[config.mk]
export PLATFORM = sky130hd
export DESIGN_NAME = rst_sequencer
export DESIGN_NICKNAME = d
export VERILOG_FILES = /design/src/rtl/rst_sequencer.sv
export SDC_FILE = /design/constraint.sdc
export NUM_CORES = 1
export LEC_CHECK = 0
export ABC_AREA = 1
export CELL_PAD_IN_SITES_DETAIL_PLACEMENT = 1
export CELL_PAD_IN_SITES_GLOBAL_PLACEMENT = 2
export CORE_ASPECT_RATIO = 1.25
export CORE_MARGIN = 1.5
export CORE_UTILIZATION = 34
export CTS_BUF_LIST = sky130_fd_sc_hd__clkbuf_4
export DETAILED_ROUTE_END_ITERATION = 6
export GPL_ROUTABILITY_DRIVEN = 0
export PLACE_DENSITY_LB_ADDON = 0.1
export SYNTH_ARGS = -nofsm -noshare
export SYNTH_HDL_FRONTEND = slang
export SYNTH_SLANG_ARGS = --single-unit
export TNS_END_PERCENT = 5
[constraint.sdc]
create_clock -name clk -period 1.35 [get_ports clk]
set_input_delay 0.135 -clock clk [delete_from_list [all_inputs] [get_ports clk]]
set_output_delay 0.135 -clock clk [all_outputs]
set_load 0.02 [all_outputs]
[src/rtl/rst_sequencer.sv]
// rtl/rst_sequencer.sv - timed staged reset release with soft/watchdog re-sequencing and cause capture
// Optional RSTSEQ_REVERSE_ASSERT_EN: soft/watchdog resets drain stages high-to-low before re-sequencing.
module rst_sequencer #(
  parameter int NUM_STAGES  = 3,
  parameter int STAGE_DLY   = 16,
  parameter int DLY_W       = 8,
  parameter int WDT_TIMEOUT = 50000,
  parameter int WDT_W       = 16
) (
  input  logic                  clk,
  input  logic                  reset_n,
  input  logic                  soft_rst_req,
  input  logic                  wdt_kick,
  output logic [NUM_STAGES-1:0] stage_rst_n,
  output logic                  ready,
  output logic                  busy,
  output logic [1:0]            cause
);

`ifdef RSTSEQ_REVERSE_ASSERT_EN
  typedef enum logic [1:0] {HOLD, RELEASE, RUN, DRAIN} state_t;
`else
  typedef enum logic [1:0] {HOLD, RELEASE, RUN} state_t;
`endif

  localparam logic [DLY_W-1:0]      DLY_FULL  = DLY_W'(STAGE_DLY);
  localparam logic [DLY_W-1:0]      DLY_LAST  = DLY_W'(STAGE_DLY - 1);
  localparam logic [WDT_W-1:0]      WDT_LAST  = WDT_W'(WDT_TIMEOUT - 1);
  localparam logic [NUM_STAGES-1:0] STAGE_LSB = NUM_STAGES'(1);

  state_t                  state_q, state_d;
  logic [DLY_W-1:0]        dly_q, dly_d;
  logic [WDT_W-1:0]        wdt_q, wdt_d;
  logic [1:0]              cause_d;
  logic [NUM_STAGES-1:0]   stage_d;
  logic                    ready_d, busy_d;
  logic                    wdt_fire;
  logic [1:0]              sync_q;
  logic                    soft_prev_q, soft_flag_q;

  always_ff @(posedge clk or negedge reset_n) begin
    if (!reset_n) sync_q <= 2'b00;
    else          sync_q <= {sync_q[0], 1'b1};
  end

  // Flag only edges seen while running so requests in HOLD/RELEASE are dropped, not queued.
  always_ff @(posedge clk or negedge reset_n) begin
    if (!reset_n) begin
      soft_prev_q <= 1'b0;
      soft_flag_q <= 1'b0;
    end else begin
      soft_prev_q <= soft_rst_req;
      soft_flag_q <= soft_rst_req & ~soft_prev_q & (state_q == RUN);
    end
  end

  always_ff @(posedge clk or negedge reset_n) begin
    if (!reset_n) begin
      state_q     <= HOLD;
      dly_q       <= '0;
      wdt_q       <= '0;
      stage_rst_n <= '0;
      ready       <= 1'b0;
      busy        <= 1'b1;
      cause       <= 2'b00;
    end else if (!sync_q[1]) begin
      state_q     <= HOLD;
      dly_q       <= '0;
      wdt_q       <= '0;
      stage_rst_n <= '0;
      ready       <= 1'b0;
      busy        <= 1'b1;
      cause       <= 2'b00;
    end else begin
      state_q     <= state_d;
      dly_q       <= dly_d;
      wdt_q       <= wdt_d;
      stage_rst_n <= stage_d;
      ready       <= ready_d;
      busy        <= busy_d;
      cause       <= cause_d;
    end
  end

  // Re-entered HOLD starts at 1: power-up spends that extra cycle leaving the synchronizer.
  always_comb begin
    state_d  = state_q;
    dly_d    = dly_q;
    wdt_d    = '0;
    cause_d  = cause;
    wdt_fire = 1'b0;
    case (state_q)
      HOLD: begin
        if (dly_q == DLY_FULL) begin
          state_d = RELEASE;
          dly_d   = '0;
        end else begin
          dly_d = dly_q + DLY_W'(1);
        end
      end
      RELEASE: begin
        if (stage_rst_n[NUM_STAGES-1]) begin
          state_d = RUN;
          dly_d   = '0;
        end else if (dly_q == DLY_LAST) begin
          dly_d = '0;
        end else begin
          dly_d = dly_q + DLY_W'(1);
        end
      end
      RUN: begin
        if (wdt_kick)               wdt_d = '0;
        else if (wdt_q == WDT_LAST) wdt_fire = 1'b1;
        else                        wdt_d = wdt_q + WDT_W'(1);
        if (wdt_fire || soft_flag_q) begin
          cause_d = wdt_fire ? 2'b10 : 2'b01;
          wdt_d   = '0;
`ifdef RSTSEQ_REVERSE_ASSERT_EN
          state_d = DRAIN;
          dly_d   = '0;
`else
          state_d = HOLD;
          dly_d   = DLY_W'(1);
`endif
        end
      end
`ifdef RSTSEQ_REVERSE_ASSERT_EN
      DRAIN: begin
        if (!stage_rst_n[0]) begin
          state_d = HOLD;
          dly_d   = DLY_W'(1);
        end else if (dly_q == DLY_LAST) begin
          dly_d = '0;
        end else begin
          dly_d = dly_q + DLY_W'(1);
        end
      end
`endif
      default: begin
        state_d = HOLD;
        dly_d   = '0;
      end
    endcase
  end

  always_comb begin
    stage_d = stage_rst_n;
    case (state_q)
      HOLD:    stage_d = (state_d == RELEASE) ? STAGE_LSB : '0;
      RELEASE: begin
        if (!stage_rst_n[NUM_STAGES-1] && dly_q == DLY_LAST)
          stage_d = (stage_rst_n << 1) | STAGE_LSB;
      end
      RUN: begin
        if (state_d != RUN)
`ifdef RSTSEQ_REVERSE_ASSERT_EN
          stage_d = stage_rst_n >> 1;
`else
          stage_d = '0;
`endif
      end
`ifdef RSTSEQ_REVERSE_ASSERT_EN
      DRAIN: begin
        if (stage_rst_n[0] && dly_q == DLY_LAST)
          stage_d = stage_rst_n >> 1;
      end
`endif
      default: stage_d = '0;
    endcase
    ready_d = (state_d == RUN);
    busy_d  = ~ready_d;
  end

endmodule

==> metrics.md, run 1 <==
| Metric | Value |
|---|---|
| Status | finished, violations left |
| Failing checks | negative setup slack |
| Final Non-Filler Cells | 419 |
| # IOs | 11 |
| Max Clock Freq | 682 MHz |
| EDFF count, synth | 0 |
| Area Overhead vs Synth | 33.3% |
| Int Pwr | 1420 uW |
| Final Cycle Share | 109% |
| Worst hold slack | 0.268 ns |
| Sequential cell area fraction in the yosys report | 42.7% |
| Most frequent cells in the layout | 68 x nand2_1, 41 x buf_4, 35 x dfrtp_1, 33 x inv_1 |
| Synth Net Count | 281 |
| Power Dens Cells | 654 nW/um^2 |
| Vias in the first global route | 2223 |
| FF-to-FF Start | dly_q[0] |
| Largest net degree at the start of global routing | 38 |
| R2r setup slk | -0.12 ns |
| Router iterations before antenna repair | 3 |
| Kind of critical path | flip-flop to flip-flop |
| CTS Sinks | 37 |
| Num CTS Buffers | 5 |
| Vias per inst | 4.68 |
| Initial core utilization | 35.2% |
| First-pass GRT wire length | 9920 um |
| Placed insts | 406 |
| Final Instance Area | 2890 sq um |
| CTS Buffer Depth | 2 |
| Final wirelength | 5440 um |
| Via count | 1959 |
| Sw Pwr | 469 uW |
| Layout cells sized above 1 | 29.6% |
| H-tree lvl count | 2 |
| Crit path DAT | 1.73 ns |
| Synth unique cells | 33 |
| Place WS | -0.160 ns |
| Placed Area | 2670 sq um |
| Top FF cell, synth | dfrtp_1 |
| Later-pin clock latency in the skew report | 0.35 ns |
| Clock power share | 33.1% |
| Max-Cap Viols | 0 |
| Diode count | 0 |
| Syn avg cell area | 7.92 sq um |
| Root buffer cell | clkbuf_4 |
| Worst flop-to-flop path endpoint | stage_rst_n[2] |
| Nets | 340 |
| CP Capture Type | flip-flop |
| Hold Crit Class | input port to async pin |
| Logic pwr share | 7.1% |
| Most common cell after layout, fill and taps aside | nand2_1 |
| Final Hold Violating Endpoints | 0 |
| Sw Share | 24.8% |
| First-iteration detailed-routing DRC count | 38 |
| YS warnings | 0 |
| Antenna Nets Post-Route | 0 |
| Flops & latches, synth | 37 |
| Post-synthesis cell area | 2170 sq um |
| Final worst slack | -0.117 ns |
| Clock skew | 0.0133 ns |
| Final setup fails | 13 |
| Unrepaired setup endpoints after global routing | yes |
| Post-synthesis async set-or-reset flop share | 100% |
| Die width | 74.5 um |
| Pins Over Slew Limit | 0 |
| DRC Markers | 0 |
| # fillers | 776 |
| CTS tree | done |
| Total gr overflow | 0 |
| Initial antenna violation count | 0 |
| Worst-path maximum fanout | 5 |
| Wirelength per Cell | 13.0 um |
| PortBufs | 10 |
| Synth Instances | 274 |
| Seq pwr share | 59.8% |
| Crit path required time | 1.61 ns |
| Final min period | 1.47 ns |
| Total GRT Usage | 18.7% |
| Die Ht | 92.3 um |
| # rows | 32 |
| Crit start category | flip-flop |
| Reg2reg path depth | 8 |
| Core ar. | 6170 sq um |
| Peak VDD IR | 0.000379 V |
| Leak pwr | 0.00136 uW |
| Clk pin slew, worst setup/hold paths | 0.12 ns |
| Die area | 6870 sq um |
| Half-perimeter wire length after placement | 4220 um |
==> registers in the layout (all words and copies together), names as in the netlist <==
| signal | flops |
|---|---|
| soft_flag_q | 1 |
| stage_rst_n | 3 |
| soft_prev_q | 1 |
| sync_q | 2 |
| state_q | 2 |
| ready | 1 |
| wdt_q | 16 |
| dly_q | 8 |
| busy | 1 |
| cause | 2 |
==> worst max-delay path, cell delays in order, from the launching register on <==
cell and delay, ns:
dfrtp_1 0.43, ha_2 0.23, nand2_4 0.07, nor2_4 0.11, nand3_4 0.12, o21ai_4 0.23
nand2_4 0.07, nand2_1 0.06, nand2_1 0.05
==> stage by stage <==
stage               utilization [%]  setup TNS (ns)  power (uW)
detailed placement             43.2           -3.09        1280
global placement               43.2           -1.67        1270
finish                         46.9          -0.862        1890
CTS                            45.1           -1.31        1920
global route                   46.9           -3.58        1980
floorplan                         -               0        1200
==> cells in the mapped netlist, types with 2 or more instances <==
cell type  count  area share, %
nor2_1        29            5.0
nor3_1         3           0.69
ha_1           3            1.7
xnor2_1        2           0.81
xor2_1         7            2.8
o21ai_0        6            1.4
nand3_2        2           0.92
dfrtp_1       36             42
nand2_2        3           0.87
nand4_1       15            4.3
nand3b_1       2           0.69
inv_1         35            6.1
a21oi_1        4           0.92
nor2_4         3            1.6
nand2_4        2            1.0
nand2_1       72             12
nor2_2         9            2.6
nand3_4        2            1.6
nand3_1       24            5.5
clkinv_1       2           0.35
==> worst max path at each step <==
stage          startpoint             end  slack, ns  cells past startpoint
4_1_cts          dly_q[0]        dly_q[4]      -0.15                     10
3_5_place_dp     wdt_q[0]  stage_rst_n[2]      -0.16                      8
6_report         dly_q[0]  stage_rst_n[2]      -0.12                      8
5_1_grt          dly_q[0]  stage_rst_n[0]      -0.20                      9
3_3_place_gp     dly_q[0]  stage_rst_n[2]      -0.14                      8
2_1_floorplan    wdt_q[0]       wdt_q[12]       0.01                      8
==> kinds of logic after synthesis <==
logic type / synth area share [%]
xor+xnor: 3.63
simple gates: 40.1
other cells: 0.173
fa+ha+maj: 1.73
compound gates: 4.44
flops: 42.7
buf+inv: 7.15
==> routing by layer <==
layer	GRT usage [%]	up-vias	routed length [um]
met3	2.94	7	65
met4	5.91	0	85
met1	20.9	957	2240
li1	-	987	-
met2	35.1	8	3050
met5	0	-	0
==> power groups by stage <==
| stage | Clock [uW] | Combinational (uW) | Sequential, uW |
|---|---|---|---|
| 4_1_cts | 661 | 130 | 1130 |
| 3_5_place_dp | 0 | 125 | 1150 |
| 5_1_grt | 695 | 152 | 1130 |
| 2_1_floorplan | 0 | 49.1 | 1150 |
| 6_report | 625 | 135 | 1130 |
| 3_3_place_gp | 0 | 124 | 1150 |
==> cell type report <==
| type | instances | area, sq um | area share, % |
|---|---|---|---|
| inverters | 37 | 139 | 4.80 |
| well taps | 85 | 106 | 3.68 |
| multi-input cells | 198 | 1220 | 42.3 |
| clock buffers | 7 | 52.6 | 1.82 |
| clock inverters | 1 | 3.75 | 0.130 |
| repair buffers | 54 | 438 | 15.1 |
| flip-flops and latches | 37 | 928 | 32.1 |
==> what timing repair did <==
action,in CTS,in global routing
resized for setup,22,21
gates cloned,0,0
hold endpoints to repair,37,0
pin swaps,6,10
setup buffers,0,4
hold buffers,1,0
endpoints found under the setup margin,39,35
(Power assumes the default switching activity.)
==> inputs of run 2 (changes only) <==
--- a/config.mk
+++ b/config.mk
@@ -8,7 +8,6 @@
 export ABC_AREA = 1
 export CELL_PAD_IN_SITES_DETAIL_PLACEMENT = 1
 export CELL_PAD_IN_SITES_GLOBAL_PLACEMENT = 2
-export CORE_ASPECT_RATIO = 1.25
 export CORE_MARGIN = 1.5
 export CORE_UTILIZATION = 34
 export CTS_BUF_LIST = sky130_fd_sc_hd__clkbuf_4
==> constraint.sdc (replaced) <==
create_clock -name clk -period 1.35 [get_ports clk]
set_input_delay 0.135 -clock clk [delete_from_list [all_inputs] [get_ports clk]]
set_output_delay 0.135 -clock clk [all_outputs]
set_load 0.01 [all_outputs]
==> metrics.md, run 2 (synthesized netlist as in run 1, its figures left out) <==
| Metric | Value |
|---|---|
| Status | finished, violations left |
| Failing checks | negative setup slack |
| CTS Sinks | 37 |
| H-tree lvl count | 2 |
| Crit path DAT | 1.69 ns |
| Pins Over Slew Limit | 0 |
| Largest registers | wdt_q (16), dly_q (8), stage_rst_n (3) |
| # rows | 28 |
| # IOs | 11 |
| Total gr overflow | 0 |
| Root buffer cell | clkbuf_4 |
| Die area | 6870 sq um |
| Num CTS Buffers | 5 |
| Layout cells sized above 1 | 33.2% |
| Worst path max stage delay | 0.42 ns |
| Final Hold Violating Endpoints | 0 |
| Hold Crit Class | input port to flip-flop |
| Initial core utilization | 36.0% |
| Power Dens Cells | 658 nW/um^2 |
| Die Ht | 82.9 um |
| Crit start category | flip-flop |
| Final worst slack | -0.0968 ns |
| First-pass GRT wire length | 9960 um |
| Via count | 1995 |
| Worst hold slack | 0.244 ns |
| First-iteration detailed-routing DRC count | 65 |
| Diode count | 0 |
| Critical path cell sequence | ha_4, nand3_4, inv_2, nand2_2, nor2_4, buf_6, nand3_1, nand2_1, nor2_1 |
| CP Capture Type | flip-flop |
| Most common cell after layout, fill and taps aside | nand2_1 |
| Unrepaired setup endpoints after global routing | yes |
| Max-Cap Viols | 0 |
| Tot Pwr | 1920 uW |
| Clk pin slew, worst setup/hold paths | 0.12 ns |
| Peak VDD IR | 0.000428 V |
| Worst-path maximum fanout | 4 |
| Total GRT Usage | 18.0% |
| Kind of critical path | flip-flop to flip-flop |
| Later-pin clock latency in the skew report | 0.37 ns |
| Core Util, Final | 48.3% |
| Initial antenna violation count | 0 |
| Router iterations before antenna repair | 4 |
| Final min period | 1.45 ns |
| Half-perimeter wire length after placement | 4200 um |
| Area Overhead vs Synth | 34.2% |
| Final setup fails | 18 |
| Most frequent cells in the layout | 66 x nand2_1, 37 x buf_4, 31 x dfrtp_1, 30 x inv_1, 23 x nand3_1 |
| CTS tree | done |
| Vias per inst | 4.88 |
| Antenna Nets Post-Route | 0 |
| Clock skew | 0.0258 ns |
| Nets | 340 |
| CTS Buffer Depth | 2 |
| DRC Markers | 0 |
| Max Clock Freq | 691 MHz |
| Leak pwr | 0.00135 uW |
| Vias in the first global route | 2071 |
| Largest net degree at the start of global routing | 38 |
| Wirelength per Cell | 14.3 um |
| Core ar. | 6030 sq um |
| Final wirelength | 5850 um |
| Final Cycle Share | 107% |
| Die width | 82.9 um |
| PortBufs | 10 |
| Reg with most FFs | wdt_q |
| Crit path required time | 1.59 ns |
| Slowest CP cell | dfrtp_1 |
| Largest register FFs | 16 |
[run 2: cell count changes in the layout (fill, tap and decap cells not counted), sizes merged]
cell,previous run,this run
dlygate4sd2,5,6
clkdlybuf4s15,2,1
clkinv,3,4
clkbuf,7,6
[run 2: final cells by class]
class / instances / area (sq um)
inverters: 37 / 139
repair buffers: 54 / 452
well taps: 75 / 93.8
multi-input cells: 198 / 1240
clock inverters: 2 / 10.0
fillers: 771 / 3110
clock buffers: 6 / 45.0
flip-flops and latches: 37 / 933
[run 2: repair_timing]
| item | CTS | global route |
|---|---|---|
| gates resized for setup | 23 | 36 |
| cloned | 0 | 0 |
| setup buffers | 0 | 6 |
| hold buffers | 1 | 0 |
| endpoints found under the hold margin | 37 | 0 |
| endpoints found under the setup margin | 38 | 34 |
| pin swaps | 3 | 15 |
[run 2: worst max-delay path: cells and delay by family, from the launching register on]
| family | cells | cell delay (ns) |
|---|---|---|
| adders and majority gates | 1 | 0.17 |
| and+or+nand+nor | 6 | 0.53 |
| buffers and inverters | 2 | 0.21 |
| DFF | 1 | 0.42 |
[run 2: final timing paths]
path                              start          end  slack, ns  depth (start not counted)
min reg2reg                   sync_q[0]    sync_q[1]       0.36                          0
max                            wdt_q[0]    wdt_q[14]       -0.1                          9
min                        soft_rst_req  soft_prev_q       0.24                          1
max reg2reg                    wdt_q[0]    wdt_q[14]       -0.1                          9
max in group asynchronous       reset_n         busy       0.85                          3
min in group asynchronous       reset_n     dly_q[6]       0.25                          3
[run 2: stage by stage]
| stage | instance area (sq um) | cells | setup slack, ns | TNS [ns] |
|---|---|---|---|---|
| after floorplan | 2170 | 274 | 0.000714 | 0 |
| after global placement | 2630 | 394 | -0.134 | -1.05 |
| after detailed placement | 2630 | 394 | -0.148 | -1.79 |
| after CTS | 2750 | 403 | -0.115 | -0.948 |
| after global routing | 2910 | 409 | -0.206 | -3.84 |
| final | 2910 | 409 | -0.0968 | -0.930 |
[run 2: where the power goes]
part	total, uW	switching (uW)	internal [uW]	leakage, uW
logic	153	79.1	73.9	0.000822
registers	1140	14.7	1120	0.000497
clock network	629	409	219	0.0000354
total	1920	503	1410	0.00135
[run 2: per-layer routing]
| metal | wire [um] | track usage [%] | up-vias |
|---|---|---|---|
| li1 | - | - | 992 |
| met1 | 2880 | 25.1 | 974 |
| met2 | 2710 | 28.0 | 20 |
| met3 | 163 | 3.48 | 9 |
| met4 | 93 | 6.36 | 0 |
| met5 | 0 | 0 | - |
==> inputs of run 3 (changes only) <==
--- a/config.mk
+++ b/config.mk
@@ -8,6 +8,7 @@
 export ABC_AREA = 1
 export CELL_PAD_IN_SITES_DETAIL_PLACEMENT = 1
 export CELL_PAD_IN_SITES_GLOBAL_PLACEMENT = 2
+export CORE_ASPECT_RATIO = 1.25
 export CORE_MARGIN = 1.5
 export CORE_UTILIZATION = 34
 export CTS_BUF_LIST = sky130_fd_sc_hd__clkbuf_4
==> metrics.md, run 3 (synthesized netlist as in run 1, its figures left out) <==
| Metric | Value |
|---|---|
| Vias per inst | 4.71 |
| PortBufs | 10 |
| Peak VDD IR | 0.000478 V |
| Largest net degree at the start of global routing | 38 |
| Crit start category | flip-flop |
| Die area | 6870 sq um |
| Total GRT Usage | 18.1% |
| Half-perimeter wire length after placement | 4170 um |
| CP Capture Type | flip-flop |
| Antenna Nets Post-Route | 0 |
| Vias in the first global route | 2106 |
| Largest register FFs | 16 |
| Final Hold Violating Endpoints | 0 |
| Max-Cap Viols | 0 |
| Pins Over Slew Limit | 0 |
| Router iterations before antenna repair | 4 |
| Critical path cell sequence | ha_4, nand2_4, nor2_4, nand3_4, o21ai_4, nand2_4, nand2_1, nand2_1 |
| Wirelength per Cell | 13.2 um |
| Initial core utilization | 35.2% |
| Die width | 74.5 um |
| Worst-path maximum fanout | 5 |
| First-iteration detailed-routing DRC count | 38 |
| Reg with most FFs | wdt_q |
| # rows | 32 |
| # IOs | 11 |
| Most frequent cells in the layout | 67 x nand2_1, 42 x buf_4, 36 x dfrtp_1, 31 x inv_1, 24 x nand3_1 |
| Unrepaired setup endpoints after global routing | yes |
| Max Clock Freq | 684 MHz |
| Slowest CP cell | dfrtp_1 |
| Worst path max stage delay | 0.45 ns |
| Initial antenna violation count | 0 |
| Area Overhead vs Synth | 33.3% |
| Crit path DAT | 1.72 ns |
| Final wirelength | 5560 um |
| Core ar. | 6170 sq um |
| Final Non-Filler Cells | 421 |
| Status | finished, violations left |
| Buf/Inv on CP | 0 |
| Final worst slack | -0.113 ns |
| Core Util, Final | 46.9% |
| Final min period | 1.46 ns |
| Leak pwr | 0.00139 uW |
| Total gr overflow | 0 |
| Final Cycle Share | 108% |
| Final setup fails | 20 |
| Clock skew | 0.00555 ns |
| CTS Buffer Depth | 2 |
| Layout cells sized above 1 | 29.8% |
| First-pass GRT wire length | 9580 um |
| H-tree lvl count | 2 |
| Top delay family on crit path | simple AND/OR/NAND/NOR gates |
| Failing checks | negative setup slack |
| Power Dens Cells | 642 nW/um^2 |
| CTS Sinks | 37 |
| Largest registers | wdt_q (16), dly_q (8), stage_rst_n (3) |
| Die Ht | 92.3 um |
| Via count | 1985 |
| Num CTS Buffers | 5 |
| Later-pin clock latency in the skew report | 0.34 ns |
| Placed insts | 405 |
| Diode count | 0 |
| Clk pin slew, worst setup/hold paths | 0.12 ns |
| Crit path required time | 1.60 ns |
| Kind of critical path | flip-flop to flip-flop |
| Root buffer cell | clkbuf_4 |
| Nets | 342 |
| Most common cell after layout, fill and taps aside | nand2_1 |
| CTS tree | done |
| Hold Crit Class | input port to flip-flop |
| DRC Markers | 0 |
run 3: cell types whose count changed in the layout (fill, tap and decap cells not counted), sizes merged:
cell and change:
buf +2, clkbuf -1, clkdlybuf4s15 -1, clkinv +1, dlygate4sd2 +1
run 3: metal layers:
layer / share of wire [%] / vias to the layer above / GRT usage [%]
li1: - / 1004 / -
met1: 42 / 968 / 20.7
met2: 56 / 7 / 33.6
met3: 1.1 / 6 / 2.61
met4: 1.5 / 0 / 5.91
met5: 0 / - / 0
run 3: final cells by class:
cell class              count  area [sq um]
fillers                   784          3270
clock inverters             3          12.5
inverters                  37           139
repair buffers             56           454
well taps                  85           106
flip-flops and latches     37           927
multi-input cells         198          1220
clock buffers               5          37.5
run 3: per-stage QoR:
| step | area, sq um | TNS [ns] | setup slack [ns] | total power, uW | hold WS [ns] |
|---|---|---|---|---|---|
| floorplan | 2170 | 0 | 0.000714 | 1200 | -0.161 |
| global placement | 2650 | -1.67 | -0.134 | 1270 | 0.118 |
| detailed placement | 2650 | -2.86 | -0.172 | 1280 | 0.131 |
| CTS | 2740 | -1.79 | -0.190 | 1880 | 0.233 |
| global route | 2890 | -3.92 | -0.198 | 1950 | 0.230 |
| finish | 2890 | -0.791 | -0.113 | 1860 | 0.244 |
run 3: path summary, 6_finish.rpt:
kind,from,cells after the start,end,slack (ns)
min reg2reg,sync_q[0],0,sync_q[1],0.36
max reg2reg,dly_q[1],8,stage_rst_n[2],-0.11
max,dly_q[1],8,stage_rst_n[2],-0.11
min,soft_rst_req,1,soft_prev_q,0.24
max in group asynchronous,reset_n,3,busy,0.81
min in group asynchronous,reset_n,3,dly_q[5],0.28
run 3: power by group:
group	switching, uW	total [uW]	leakage (uW)	internal (uW)
Clock	384	572	0.0000300	189
Combinational	80.0	152	0.000853	71.6
Sequential	14.0	1130	0.000504	1120
Total	478	1860	0.00139	1380
run 3: repair_timing:
| action | CTS | global route |
|---|---|---|
| pin swaps | 3 | 18 |
| buffers inserted | 0 | 7 |
| endpoints found under the setup margin | 38 | 33 |
| hold buffers | 1 | 0 |
| resized for setup | 16 | 25 |
| endpoints found under the hold margin | 37 | 0 |
